**src/rtl/pipe_stage_reg_pkg.sv**
```systemverilog
// Shared pipeline definitions: control-bundle layout and skid-stage state encodings.
package pipe_stage_reg_pkg;

    typedef struct packed {
        logic       reg_write;
        logic       mem_to_reg;
        logic [5:0] alu_control;
        logic       store_enable;
        logic [5:0] branch_kind;   // one-hot: beq, bne, blt, bge, bltu, bgeu
        logic       jump;
        logic       jalr;
        logic       lui;
        logic       load_signed;
        logic [1:0] mem_size;
        logic       alu_src;
        logic [1:0] rsvd;
    } ctrl_t;

    localparam int CTRL_W = $bits(ctrl_t);

    // Encoded as {skid_valid, main_valid}
    localparam logic [1:0] ST_EMPTY = 2'b00;
    localparam logic [1:0] ST_ONE   = 2'b01;
    localparam logic [1:0] ST_FULL  = 2'b11;

endpackage

```
**src/rtl/pipe_stage_reg_slot.sv**
```systemverilog
// One pipeline entry: valid + ctrl + data with load/drop/clear; ctrl reads zero when empty.
// Latency 1 cycle from load; no flow control of its own, the parent decides load/drop.
module pipe_slot
    import pipe_stage_reg_pkg::*;
#(
    parameter int CTRL_W = 24,
    parameter int DATA_W = 128
) (
    input  logic              clk,
    input  logic              rst,
    input  logic              clr,
    input  logic              load,
    input  logic              drop,
    input  logic [CTRL_W-1:0] d_ctrl,
    input  logic [DATA_W-1:0] d_data,
    output logic              q_valid,
    output logic [CTRL_W-1:0] q_ctrl,
    output logic [DATA_W-1:0] q_data
);

    logic              valid_r;
    logic [CTRL_W-1:0] ctrl_r;
    logic [DATA_W-1:0] data_r;

    // Data is left in place on drop; only reset or clear wipe the payload.
    always_ff @(posedge clk) begin
        if (rst || clr) begin
            valid_r <= 1'b0;
            ctrl_r  <= '0;
            data_r  <= '0;
        end else if (load) begin
            valid_r <= 1'b1;
            ctrl_r  <= d_ctrl;
            data_r  <= d_data;
        end else if (drop) begin
            valid_r <= 1'b0;
            ctrl_r  <= '0;
        end
    end

    assign q_valid = valid_r;
    assign q_ctrl  = valid_r ? ctrl_r : '0;
    assign q_data  = data_r;

endmodule

```
**src/rtl/pipe_stage_reg.sv**
```systemverilog
// Pipeline stage register (plain or 2-entry skid) with flush, bubble ctrl gating and stall counter.
// Latency 1 cycle; SKID=0 passes out_ready through to in_ready, SKID=1 drives in_ready from a register.
module pipe_stage_reg
    import pipe_stage_reg_pkg::*;
#(
    parameter int DATA_W = 128,
    parameter int CTRL_W = pipe_stage_reg_pkg::CTRL_W,
    parameter int SKID   = 1,
    parameter int CNT_W  = 16
) (
    input  logic              clk,
    input  logic              rst,
    input  logic              flush,
    input  logic              in_valid,
    output logic              in_ready,
    input  logic [CTRL_W-1:0] in_ctrl,
    input  logic [DATA_W-1:0] in_data,
    output logic              out_valid,
    input  logic              out_ready,
    output logic [CTRL_W-1:0] out_ctrl,
    output logic [DATA_W-1:0] out_data,
    output logic [CNT_W-1:0]  stall_cnt,
    input  logic              clr_stats
);

    logic              main_valid;
    logic              main_load;
    logic              main_drop;
    logic [CTRL_W-1:0] main_d_ctrl;
    logic [DATA_W-1:0] main_d_data;
    logic [CTRL_W-1:0] main_ctrl;
    logic [DATA_W-1:0] main_data;
    logic              in_xfer;
    logic              out_xfer;

    // A transfer offered during flush is swallowed, never captured.
    assign in_xfer  = in_valid && in_ready && !flush;
    assign out_xfer = main_valid && out_ready;

    pipe_slot #(.CTRL_W(CTRL_W), .DATA_W(DATA_W)) u_main (
        .clk     (clk),
        .rst     (rst),
        .clr     (flush),
        .load    (main_load),
        .drop    (main_drop),
        .d_ctrl  (main_d_ctrl),
        .d_data  (main_d_data),
        .q_valid (main_valid),
        .q_ctrl  (main_ctrl),
        .q_data  (main_data)
    );

    generate
        if (SKID == 0) begin : g_reg
            assign in_ready    = !main_valid || out_ready;
            assign main_load   = in_xfer;
            assign main_drop   = out_xfer;
            assign main_d_ctrl = in_ctrl;
            assign main_d_data = in_data;
        end else begin : g_skid
            logic              skid_valid;
            logic              skid_load;
            logic              skid_drop;
            logic [CTRL_W-1:0] skid_ctrl;
            logic [DATA_W-1:0] skid_data;
            logic [1:0]        state;

            pipe_slot #(.CTRL_W(CTRL_W), .DATA_W(DATA_W)) u_skid (
                .clk     (clk),
                .rst     (rst),
                .clr     (flush),
                .load    (skid_load),
                .drop    (skid_drop),
                .d_ctrl  (in_ctrl),
                .d_data  (in_data),
                .q_valid (skid_valid),
                .q_ctrl  (skid_ctrl),
                .q_data  (skid_data)
            );

            assign in_ready = !skid_valid;
            assign state    = {skid_valid, main_valid};

            always_comb begin
                main_load   = 1'b0;
                main_drop   = 1'b0;
                skid_load   = 1'b0;
                skid_drop   = 1'b0;
                main_d_ctrl = in_ctrl;
                main_d_data = in_data;
                case (state)
                    ST_EMPTY: main_load = in_xfer;
                    ST_ONE: begin
                        if (out_xfer) begin
                            main_load = in_xfer;
                            main_drop = !in_xfer;
                        end else begin
                            skid_load = in_xfer;
                        end
                    end
                    ST_FULL: begin
                        // Skid entry slides into main on the same edge the head leaves.
                        if (out_xfer) begin
                            main_load   = 1'b1;
                            skid_drop   = 1'b1;
                            main_d_ctrl = skid_ctrl;
                            main_d_data = skid_data;
                        end
                    end
                    default: ;
                endcase
            end
        end
    endgenerate

    assign out_valid = main_valid;
    assign out_ctrl  = main_ctrl;
    assign out_data  = main_data;

    localparam logic [CNT_W-1:0] CNT_MAX = '1;
    localparam logic [CNT_W-1:0] CNT_ONE = {{(CNT_W-1){1'b0}}, 1'b1};

    logic [CNT_W-1:0] stall_r;

    always_ff @(posedge clk) begin
        if (rst || clr_stats) begin
            stall_r <= '0;
        end else if (main_valid && !out_ready && (stall_r != CNT_MAX)) begin
            stall_r <= stall_r + CNT_ONE;
        end
    end

    assign stall_cnt = stall_r;

endmodule

```
**config.mk**
```make
export PLATFORM = sky130hd
export DESIGN_NAME = pipe_stage_reg
export DESIGN_NICKNAME = d
export VERILOG_FILES = /design/src/rtl/pipe_stage_reg_pkg.sv /design/src/rtl/pipe_stage_reg_slot.sv /design/src/rtl/pipe_stage_reg.sv
export SDC_FILE = /design/constraint.sdc
export NUM_CORES = 1
export LEC_CHECK = 0
export ABC_CLOCK_PERIOD_IN_PS = 2000
export BUFFER_PORTS_ARGS = -buffer_cell sky130_fd_sc_hd__buf_2
export CAP_MARGIN = 10
export CORE_MARGIN = 2
export CORE_UTILIZATION = 53
export DETAILED_ROUTE_END_ITERATION = 7
export PLACE_DENSITY = 0.8
export SYNTH_ARGS = -nofsm -noshare
export SYNTH_HDL_FRONTEND = slang
export SYNTH_SLANG_ARGS = --single-unit
```
**constraint.sdc**
```tcl
create_clock -name clk -period 2 [get_ports clk]
set_input_delay 0.2 -clock clk [delete_from_list [all_inputs] [get_ports clk]]
set_output_delay 0.2 -clock clk [all_outputs]
set_load 0.005 [all_outputs]
```
After elaboration in Yosys (flattened, before gate mapping). Cells that the tools add are included.

$add $sub $neg: 1. Equality and inequality tests: 3. Mux-type cells: 22. Reduce and logical (&&, ||, !) cells: 14.

Operators by type and width (number): $mux 128 (2); $mux 24 (8); $add 16x1->16 const B (1); $ne 16x16->1 const B (1); $mux 1 (11); $logic_and 1x1->1 (5); $logic_not 1->1 (4); $reduce_bool 2->1 (2); $pmux 1 s3 (1); $eq 2x1->1 const B (1); $eq 2x2->1 const B (1); $logic_not 2->1 (1); $logic_or 1x1->1 (2).

Bits in registers: 322. Bits of input ports: 158. Output and inout port bits: 170. Logic and storage cells: 47.

Logic depth before layout (Yosys ltp). Gate-level depths: netlist of the first run.

Word-level depth: 8. Mapped depth: 8.

Modules after synthesis. From an unflattened synthesis of the first run, not the netlist that was laid out.

Cell total of the unflattened synthesis: 1375. Area total of the unflattened synthesis: 13972.2 um^2.

Modules (own cells, without submodules): pipe_slot (instances 2, cells each 550, area each 5660.4 um^2, seq. area each 3062.9 um^2); pipe_stage_reg (instances 1, cells each 275, area each 2651.3 um^2, seq. area each 320.3 um^2).

Worst setup path after synthesis of the first run. No wires, ideal clock.

Path type: register to register. From: reg u_main.valid_r, in the netlist u_main.q_valid. To: reg u_main.ctrl_r[10]. Library setup time: 0.065 ns. Data arrival time: 1.557 ns. Required time: 1.935 ns. Setup slack: 0.378 ns. Cell stages (with the launch flop): 6. Path buffers: 2. Period minus slack after synthesis: 1.622 ns. Cells stage by stage: dfxtp_1 > clkbuf_1 > mux2i_1 > clkbuf_1 > a22oi_1 > nor2_1.

Word-level cells in the longest chain between the ends: 4. Elaborated cells on any way between the ends: 13.

Ends and longest elaborated chain: start, declared (line pipe_stage_reg_slot.sv:21) `logic valid_r;`; start signal, assigned (line pipe_stage_reg_slot.sv:28) `valid_r <= 1'b0;`; start signal, assigned (line pipe_stage_reg_slot.sv:32) `valid_r <= 1'b1;`; start signal, assigned (line pipe_stage_reg_slot.sv:36) `valid_r <= 1'b0;`; $logic_and 1x1->1 (line pipe_stage_reg.sv:38) `assign out_xfer = main_valid && out_ready;`; $mux 1 (tied with other cells) (line pipe_stage_reg.sv:103) `if (out_xfer) begin`; $pmux 1 s3 (tied with other cells) (line pipe_stage_reg.sv:91) `case (state)`; $mux 24 / $reduce_bool 2->1 (equally long branches); end signal, assigned (line pipe_stage_reg_slot.sv:33) `ctrl_r <= d_ctrl;`; end, declared (line pipe_stage_reg_slot.sv:22) `logic [CTRL_W-1:0] ctrl_r;`.

Several ways; a longest one is shown, not always the timed one. A chain may end at the register's enable or synchronous reset.

Worst setup path in the final report of the first run.
From: in in_valid. To: reg u_main.data_r[47], in the netlist u_main.q_data[47].

Word-level cells in the longest chain between the ends: 4.

Ends and longest elaborated chain: start, declared (line pipe_stage_reg.sv:14) `input logic in_valid,`; $logic_and 1x1->1 * (2 in series) (line pipe_stage_reg.sv:37) `assign in_xfer = in_valid && in_ready && !flush;`; $mux 1 (line pipe_stage_reg.sv:94) `if (out_xfer) begin`; $pmux 1 s3 * (line pipe_stage_reg.sv:91); end signal, assigned (line pipe_stage_reg_slot.sv:34) `data_r <= d_data;`; end, declared (line pipe_stage_reg_slot.sv:23) `logic [DATA_W-1:0] data_r;`.

Every way passes the cells marked *; elsewhere a longest branch is shown, timed or not.

==> results of run 1 <==
worst min path at each step:
stage / startpoint / endpoint / slack, ns / depth (start not counted)
global placement: g_skid.u_skid.q_data[106]$_SDFFE_PP0P_ / g_skid.u_skid.q_data[106]$_SDFFE_PP0P_ / 0.44 / 2
CTS: rst / stall_cnt[4]$_SDFFE_PP0P_ / 0.02 / 3
detailed placement: g_skid.u_skid.q_data[25]$_SDFFE_PP0P_ / g_skid.u_skid.q_data[25]$_SDFFE_PP0P_ / 0.45 / 2
finish: rst / stall_cnt[2]$_SDFFE_PP0P_ / 0.04 / 3
floorplan: in_data[0] / g_skid.u_skid.q_data[0]$_SDFFE_PP0P_ / 0.34 / 2
global route: rst / stall_cnt[2]$_SDFFE_PP0P_ / 0.04 / 3
stage by stage:
| stage | hold slack, ns | std cells |
|---|---|---|
| after CTS | 0.0201 | 2390 |
| after floorplan | 0.336 | 1625 |
| after global placement | 0.440 | 2177 |
| after global routing | 0.0438 | 2396 |
| after detailed placement | 0.447 | 2177 |
| final | 0.0384 | 2396 |
power breakdown:
group          internal (mW)  switching [mW]  leakage (nW)
clock                   3.91            2.54         0.578
combinational          0.608           0.619          3.90
sequential              6.52          0.0649          2.61
per-layer routing:
| metal | share of wire, % | vias up |
|---|---|---|
| li1 | - | 6396 |
| met1 | 39 | 6317 |
| met2 | 49 | 655 |
| met3 | 8.6 | 137 |
| met4 | 4.3 | 2 |
| met5 | 0.033 | - |
registers in the layout, indices dropped and copies added, names as in the netlist:
name	cells
g_skid.u_skid.q_data	128
u_main.ctrl_r	24
stall_cnt	16
u_main.q_valid	1
g_skid.u_skid.ctrl_r	24
u_main.q_data	128
g_skid.u_skid.q_valid	1
cell usage in the layout, fill, tap and decap left out, types with 2 or more instances in the layout:
cell	n
or3_1	7
nor2_1	156
diode_2	4
a311oi_1	128
buf_2	327
dlygate4sd3_1	154
o21ai_0	6
o211ai_1	3
and3b_1	2
a22oi_1	24
inv_1	3
clkbuf_1	4
mux2_2	24
nand2_1	547
nand3_1	31
a21oi_1	160
bufinv_16	2
buf_12	25
buf_4	19
o31ai_1	6
a31oi_1	4
clkinv_2	7
clkbuf_8	8
dfxtp_1	321
nor2_4	2
nor3_1	5
a211oi_1	2
nor2b_1	2
nor4_1	3
clkbuf_16	38
and2_1	25
nand4_1	6
timing repair:
item / CTS / global route
buffers inserted: 0 / 1
hold buffers: 154 / 0
endpoints found under the hold margin: 282 / 0
setup endpoints to repair: 0 / 91
resized for setup: 0 / 3
tightest hold or removal path: cells and delay by family:
kind,cells,cell delay (ns)
AOI/OAI and AO/OA,1,0.06
buffers and inverters,1,0.13
and+or+nand+nor,1,0.11
layout make-up:
| cell class | instances | share of cell area [%] |
|---|---|---|
| Inverter | 3 | 0.0636 |
| Clock inverter | 10 | 0.586 |
| Multi-Input combinational cell | 1163 | 33.0 |
| Antenna cell | 4 | 0.0565 |
| Sequential cell | 322 | 36.4 |
| Timing Repair Buffer | 526 | 21.7 |
| Clock buffer | 49 | 5.93 |
| Tap cell | 319 | 2.25 |
kinds of logic (layout without fill, tap and decap cells):
| group | count (synthesis) | in the layout | synth area share (%) |
|---|---|---|---|
| DFF | 322 | 322 | 50.2 |
| buffers and inverters | 140 | 588 | 4.79 |
| AOI/OAI and AO/OA | 337 | 337 | 17.7 |
| muxes | 26 | 26 | 2.26 |
| adders and majority gates | 1 | 1 | 0.0974 |
| other | 0 | 4 | 0 |
| and+or+nand+nor | 799 | 799 | 25.0 |
==> reports/qor.yml, run 1 <==
status: "finished, final reports clean"
crit_cells: 8
fin_nets: 2209
dieHeight_um: 160
core_area_sq_um: 23600
cts_sinks: 322
numPortBuffers: 327
worstMarginPinSlew_ns: 0.650
synth_area_per_cell_sq_um: 7.91
critPathLaunchType: "primary input"
clk_pin_slew_worst_paths_ns: 0.06
synth-async-reset-ratio_pct: 0
clk_latency_ns: 0.51
syn-num-nets: 1784
endpoint_kind: "flip-flop"
cp-endpoint: "u_main.q_data[47]$_SDFFE_PP0P_"
critPathMaxStageDelay_ns: 0.55
fin_crit_sh_pct: 96.5
use_met3_pct: 7.58
antenna_found_initial: 5
setup_viol: 0
dp_slack_ns: 0.0757
slowest_stage: "dlygate4sd3_1"
n_fill_cell: 1608
dr.pass1.iters: 5
ys_ff_latch: 322
drc: 0
routabilityCongestion: 0.817
io_pins: 328
powerDensity_nw_per_um2: 805
grt_max_degree: 87
yosys_warnings: 0
min_path_type: "primary input to flip-flop"
synth_ff_type: "dfxtp_1"
start_util_pct: 54.4
leakagePower_nw: 7.09
cap_violations: 0
dp_hpwl_mm: 23.0
num_rows: 56
grt_pass1_vias: 13100
fmax_mhz: 518
finClkSkew_ns: 0.0147
vias_per_cell: 5.64
cp_top_family: "buffers and inverters"
regArea_sq_um: 6450
utilization_pct: 75.0
cp-startpoint: "in_valid"
die_area_sq_um: 25500
worstSetupPathType: "primary input to flip-flop"
worstPathArrival_ns: 2.32
busiest_layer: "met2"
synth_area_leader_cell: "dfxtp_1"
drt-initial-drc-count: 1376
antenna_left: 0
relSlewSlack_pct: 56.3
path_common_cell: "buf_12"
crit_required_ns: 2.39
yosys-top-cells-area: "dfxtp_1, nand2_1, a311oi_1"
synth_common_cells: "nand2_1, dfxtp_1, a21oi_1"
use_met2_pct: 50.9
htree_levels: 2
fin_ws_ns: 0.0706
total_power_mw: 14.3
hold_viol: 0
place_area_sq_um: 15000
synth_enable_flop_cells: 0
cp_max_fo: 29
slew_viol_final: 0
grt.overflow.total: 0
critPathBufInv: 4
clock_path_buffers: 3
cts_root_buf: "clkbuf_16"
wirelength_mm: 40.0
wl_per_cell_um: 16.7
drive_above_1_share_pct: 22.3
netlist_instances: 1625
grtUsageTotal_pct: 29.8
dieWidth_um: 160
synth.distinct_cells: 41
peakVddDrop_mv: 0.622
tritoncts: "yes"
reg2regPathDepth: 6
fin_area_sq_um: 17700
r2r_end: "u_main.q_data[47]$_SDFFE_PP0P_"
multi_input_area_sq_um: 5850
cp_cell_sequence: "dlygate4sd3_1 > buf_2 > or3b_4 > a21oi_4 > buf_12 > buf_12 > nor2_1 > a311oi_1"
rsz0062_at_grt: "no"
syn2layout_area_growth_pct: 37.9
grt_util_met1_pct: 35.1
ys_seq_area_share_pct: 50.2
netlist.area_leader.share_pct: 50.2
synth.most_common_cell: "nand2_1"
vias: 13500
fin_crit_ns: 1.93
rrSetupSlack_ns: 0.11
numCtsBuffers: 34
synth_area_sq_um: 12800
finalSetupTns_ns: 0
worstReg2RegStart: "g_skid.u_skid.q_valid$_SDFFE_PP0P_"
grt_pass1_wl_mm: 63.8
No activity file was read; power rests on OpenSTA's default activity.
==> inputs of run 2 (changes only) <==
--- a/config.mk
+++ b/config.mk
@@ -8,10 +8,12 @@
 export ABC_CLOCK_PERIOD_IN_PS = 2000
 export BUFFER_PORTS_ARGS = -buffer_cell sky130_fd_sc_hd__buf_2
 export CAP_MARGIN = 10
+export CELL_PAD_IN_SITES_DETAIL_PLACEMENT = 1
+export CELL_PAD_IN_SITES_GLOBAL_PLACEMENT = 1
 export CORE_MARGIN = 2
-export CORE_UTILIZATION = 53
+export CORE_UTILIZATION = 38
 export DETAILED_ROUTE_END_ITERATION = 7
-export PLACE_DENSITY = 0.8
+export PLACE_DENSITY_LB_ADDON = 0.1
 export SYNTH_ARGS = -nofsm -noshare
 export SYNTH_HDL_FRONTEND = slang
 export SYNTH_SLANG_ARGS = --single-unit
==> run 2 against run 1 <==
  * Non-clock buffer count grew 4
  * Clock skew grew 0.0070 ns
  * Final cell count rose by 5.8%
  * Sequential share of layout area shrank 0.61 points
  * Design area increased by 1.7%
  * Global-route usage shrank 5.6 points
  * Die area is 38% higher
  * Clock-buffer cell count increased by 7
  * Sequential cell count unchanged
  * Via count is 2.3% lower
  * Wire length increased by 9.5%
  * Largest power group is now clock
==> reports/qor.yml, run 2 (synthesized netlist as in run 1, its figures left out) <==
min_path_cells: 3  # unchanged
fin_nets: 2216  # +0.32%
fin_area_sq_um: 18000  # +1.7%
worstMarginPinSlew_ns: 0.545  # -0.105 ns
numPortBuffers: 327  # unchanged
io_pins: 328  # unchanged
grt_pass1_vias: 13500  # +3.4%
grt_pass1_wl_mm: 70.7  # +11%
layout_common_cells: "nand2_1, buf_2, dfxtp_1"
place_area_sq_um: 15200  # +1.4%
fmax_mhz: 514  # -0.83%
crit_required_ns: 2.40  # about the same
endpoint_kind: "flip-flop"
wirelength_mm: 43.8  # +9.5%
finalNonFillerCells: 2535  # +5.8%
slew_viol_final: 0  # unchanged
finClkSkew_ns: 0.0217  # +0.00704 ns
vias: 13200  # -2.3%
rsz0062_at_grt: "no"
reg2regPathDepth: 6  # unchanged
tritoncts: "yes"
dp_hpwl_mm: 27.1  # +18%
clock_path_buffers: 3  # unchanged
cts_sinks: 322  # unchanged
wl_per_cell_um: 17.3  # +3.5%
start_util_pct: 38.4  # -16 points
dieWidth_um: 188  # +18%
layout.cells.most_common: "nand2_1"
worstReg2RegStart: "g_skid.u_skid.q_valid$_SDFFE_PP0P_"
hold_viol: 0  # unchanged
fin_crit_ns: 1.95  # +0.0162 ns
die_area_sq_um: 35300  # +38%
setup_viol: 0  # unchanged
peakVddDrop_mv: 0.651  # +4.6%
cts_root_buf: "clkbuf_16"
powerDensity_nw_per_um2: 825  # +2.4%
postCtsSetupBuffers: 0  # unchanged
num_rows: 67  # +20%
dieHeight_um: 188  # +18%
leakagePower_nw: 7.17  # +1.1%
numCtsBuffers: 37  # +8.8%
core_area_sq_um: 33400  # +42%
grt_max_degree: 105  # +21%
grt.overflow.total: 0  # unchanged
vias_per_cell: 5.21  # -7.6%
rrSetupSlack_ns: 0.12  # about the same
dr.pass1.iters: 4  # -1
routabilityCongestion: 0.792  # -3.0%
relSlewSlack_pct: 63.6  # +7.4 points
r2r_end: "u_main.q_data[41]$_SDFFE_PP0P_"
place_inst: 2312  # +6.2%
fin_crit_sh_pct: 97.3  # +0.81 points
grtUsageTotal_pct: 24.2  # -5.6 points
drc: 0  # unchanged
htree_levels: 2  # unchanged
cp_max_fo: 51  # +76%
critPathLaunchType: "primary input"
clk_latency_ns: 0.52  # about the same
holdPathEnd: "stall_cnt[2]$_SDFFE_PP0P_"
drt-initial-drc-count: 469  # -66%
antenna_found_initial: 3  # -2
syn2layout_area_growth_pct: 40.2
antenna_left: 0  # unchanged
min_path_type: "primary input to flip-flop"
holdCritStartpoint: "rst"
status: "finished, final reports clean"
drive_above_1_share_pct: 22.6  # +0.23 points
worstPathArrival_ns: 2.35  # +0.03 ns
finalSetupTns_ns: 0  # unchanged
cap_violations: 0  # unchanged
clk_pin_slew_worst_paths_ns: 0.06  # about the same
worstSetupPathType: "primary input to flip-flop"
-- run 2: changes by cell type in the layout (fill, tap and decap cells not counted), sizes merged --
cell	previous run	this run
clkbuf	50	56
buf	371	376
clkinv	8	5
bufinv	2	3
inv	3	4
-- run 2: critical path, stage by stage --
cell and delay [ns]:
dlygate4sd3_1 0.55, buf_2 0.14, or3b_4 0.42, a21oi_4 0.24, buf_12 0.18, buf_16 0.22
nor2_1 0.07, a311oi_1 0.30
-- run 2: through the flow --
stage                     hold WS (ns)  total power [mW]  worst slack, ns  utilization (%)
after floorplan                  0.336              7.19            0.378                -
after global routing            0.0513              15.4          0.00989             53.9
after detailed placement         0.447              7.68           0.0752             45.4
after CTS                       0.0326              15.0           0.0173             53.8
after global placement           0.441              7.66            0.204             45.4
final                           0.0619              14.9           0.0545             53.9
-- run 2: what timing repair did --
action                                  in CTS  in global routing
hold endpoints to repair                   282                  0
endpoints found under the setup margin       0                 66
hold buffers                               154                  0
resized for setup                            0                  4
-- run 2: where the power goes --
| group | switching, mW | internal [mW] |
|---|---|---|
| combinational | 0.622 | 0.592 |
| sequential | 0.0640 | 6.52 |
| clock | 2.71 | 4.35 |
| total | 3.39 | 11.5 |
-- run 2: layout make-up --
cell class	instances	area (sq um)
Multi-Input combinational cell	1163	5840
Timing Repair Buffer	530	3870
Antenna cell	4	10.0
Tap cell	448	561
Clock inverter	9	124
Inverter	3	11.3
Sequential cell	322	6450
Fill cell	4040	15400
Clock buffer	56	1150
-- run 2: how the worst max path moves through the flow --
| stage | start | endpoint | slack (ns) | cells past startpoint |
|---|---|---|---|---|
| 2_1_floorplan | u_main.q_valid$_SDFFE_PP0P_ | u_main.ctrl_r[10]$_SDFFE_PP0P_ | 0.38 | 5 |
| 3_3_place_gp | flush | u_main.q_data[50]$_SDFFE_PP0P_ | 0.20 | 7 |
| 3_5_place_dp | u_main.q_valid$_SDFFE_PP0P_ | u_main.q_data[41]$_SDFFE_PP0P_ | 0.08 | 6 |
| 4_1_cts | u_main.q_valid$_SDFFE_PP0P_ | out_ctrl[11] | 0.02 | 3 |
| 5_1_grt | in_valid | u_main.q_data[41]$_SDFFE_PP0P_ | 0.01 | 8 |
| 6_report | in_valid | u_main.q_data[41]$_SDFFE_PP0P_ | 0.05 | 8 |
-- run 2: layer usage --
metal	vias to the layer above	part of all wire (%)	global-route usage, %	routed length (um)
met5	-	0	0	0
met4	0	3.0	8.69	1320
met3	91	5.7	5.52	2490
met2	330	48	42.1	21100
met1	6371	43	29.1	18900
li1	6406	-	-	-
==> inputs of run 3 (changes only) <==
--- a/config.mk
+++ b/config.mk
@@ -13,6 +13,7 @@
 export CORE_MARGIN = 2
 export CORE_UTILIZATION = 38
 export DETAILED_ROUTE_END_ITERATION = 7
+export HOLD_SLACK_MARGIN = 0.15
 export PLACE_DENSITY_LB_ADDON = 0.1
 export SYNTH_ARGS = -nofsm -noshare
 export SYNTH_HDL_FRONTEND = slang
==> run 3 against run 2 <==
  * Clock-buffer cell count unchanged
  * Non-clock buffer count grew 2
  * Critical path depth is the same
  * Critical path type unchanged
  * Largest cell class unchanged
==> reports/qor.yml, run 3 (synthesized netlist as in run 1, its figures left out) <==
start_util_pct: 38.4  # unchanged
min_path_type: "primary input to flip-flop"
critPathMaxStageDelay_ns: 0.55  # about the same
wl_met1_mm: 18.8  # -0.60%
met3_length_mm: 2.50  # +0.24%
place_area_sq_um: 15200  # unchanged
cap_violations: 0  # unchanged
drc: 0  # unchanged
clk_pin_slew_worst_paths_ns: 0.06  # about the same
clk_latency_ns: 0.52  # about the same
rsz0062_at_grt: "no"
dr.pass1.iters: 4  # unchanged
fin_crit_ns: 1.94  # -0.00920 ns
dp_hpwl_mm: 27.1  # unchanged
syn2layout_area_growth_pct: 40.4
cp_max_fo: 51  # unchanged
peakVddDrop_mv: 0.651  # +0.12%
layout_common_cells: "nand2_1, buf_2, dfxtp_1"
core_area_sq_um: 33400  # unchanged
worstPathArrival_ns: 2.34  # about the same
numCtsBuffers: 37  # unchanged
wirelength_mm: 43.8  # about the same
cts_root_buf: "clkbuf_16"
drive_above_1_share_pct: 22.5  # about the same
die_area_sq_um: 35300  # unchanged
cts_sinks: 322  # unchanged
postCtsSetupBuffers: 0  # unchanged
dieHeight_um: 188  # unchanged
hold_viol: 0  # unchanged
vias: 13200  # -0.16%
leakagePower_nw: 7.17  # +0.12%
grtUsageTotal_pct: 24.2  # +0.028 points
routabilityCongestion: 0.792  # unchanged
tritoncts: "yes"
layout.cells.most_common: "nand2_1"
numPortBuffers: 327  # unchanged
num_rows: 67  # unchanged
antenna_left: 0  # unchanged
endpoint_kind: "flip-flop"
fin_area_sq_um: 18000  # +0.11%
antenna_found_initial: 3  # unchanged
dr_wl_met2_mm: 21.2  # +0.48%
slew_viol_final: 0  # unchanged
powerDensity_nw_per_um2: 823  # -0.16%
worstMarginPinSlew_ns: 0.556  # +0.0103 ns
relSlewSlack_pct: 63.0  # -0.68 points
clock_path_buffers: 3  # unchanged
wl_per_cell_um: 17.2  # about the same
critPathLaunchType: "primary input"
n_fill_cell: 4037  # -0.074%
grt_pass1_vias: 13600  # +0.35%
fin_nets: 2218  # +0.090%
fin_crit_sh_pct: 96.8  # -0.46 points
drt-initial-drc-count: 447  # -4.7%
io_pins: 328  # unchanged
setup_viol: 0  # unchanged
finalSetupTns_ns: 0  # unchanged
fmax_mhz: 516  # +0.48%
dr.max_layer_used: "met4"
cp_cell_sequence: "dlygate4sd3_1 > buf_2 > or3b_4 > a21oi_4 > buf_12 > buf_16 > nor2_1 > a311oi_1"
status: "finished, final reports clean"
dieWidth_um: 188  # unchanged
slowest_stage: "dlygate4sd3_1"
vias_per_cell: 5.19  # -0.24%
crit_required_ns: 2.40  # about the same
finClkSkew_ns: 0.0210  # -0.000766 ns
grt.overflow.total: 0  # unchanged
grt_max_degree: 105  # unchanged
grt_pass1_wl_mm: 70.8  # +0.13%
worstSetupPathType: "primary input to flip-flop"
htree_levels: 2  # unchanged
[run 3: changes by cell type in the layout (fill, tap and decap cells not counted)]
cell / change
dlygate4sd3_1: +2
[run 3: report_power, final]
| part | switching (mW) | leakage [nW] | total [mW] | internal, mW |
|---|---|---|---|---|
| combinational | 0.622 | 3.94 | 1.22 | 0.595 |
| sequential | 0.0641 | 2.61 | 6.59 | 6.52 |
| clock | 2.70 | 0.633 | 7.05 | 4.35 |
[run 3: worst max-delay path: cells and delay by family]
kind            cells  cell delay [ns]
compound gates      2             0.54
buf+inv             4             1.09
simple gates        2             0.49
[run 3: repair_timing]
action | CTS | global route
endpoints found under the hold margin | 311 | 0
hold buffers | 156 | 0
resized for setup | 0 | 4
endpoints found under the setup margin | 0 | 66
[run 3: worst paths after layout]
| path | startpoint | to | slack, ns | depth (start not counted) |
|---|---|---|---|---|
| max reg2reg | g_skid.u_skid.q_valid$_SDFFE_PP0P_ | u_main.q_data[41]$_SDFFE_PP0P_ | 0.13 | 6 |
| max | in_valid | u_main.q_data[41]$_SDFFE_PP0P_ | 0.06 | 8 |
| min reg2reg | g_skid.u_skid.q_data[49]$_SDFFE_PP0P_ | g_skid.u_skid.q_data[49]$_SDFFE_PP0P_ | 0.45 | 2 |
| min | out_ready | stall_cnt[5]$_SDFFE_PP0P_ | 0.23 | 3 |
[run 3: layout make-up]
type / instances / area [sq um] / area share (%)
antenna: 4 / 10.0 / 0.0555
clock buffer: 56 / 1150 / 6.37
clock inverter: 9 / 124 / 0.687
inverter: 3 / 11.3 / 0.0624
multi-input combinational: 1163 / 5840 / 32.4
sequential: 322 / 6450 / 35.7
tap: 448 / 561 / 3.11
timing repair buffer: 532 / 3890 / 21.6
[run 3: metal layers]
metal	global-route usage, %	vias to the layer above
li1	-	6411
met1	29.1	6353
met2	42.1	322
met3	5.65	91
met4	8.78	0
met5	0	-
[run 3: per-stage QoR]
| step | hold WS, ns | setup WS [ns] | utilization [%] | power (mW) | instances |
|---|---|---|---|---|---|
| floorplan | 0.336 | 0.378 | - | 7.19 | 1625 |
| global placement | 0.441 | 0.204 | 45.4 | 7.66 | 2312 |
| detailed placement | 0.447 | 0.0752 | 45.4 | 7.68 | 2312 |
| CTS | 0.201 | 0.0173 | 53.8 | 15.0 | 2533 |
| global route | 0.247 | 0.00989 | 53.9 | 15.4 | 2537 |
| finish | 0.226 | 0.0637 | 53.9 | 14.9 | 2537 |
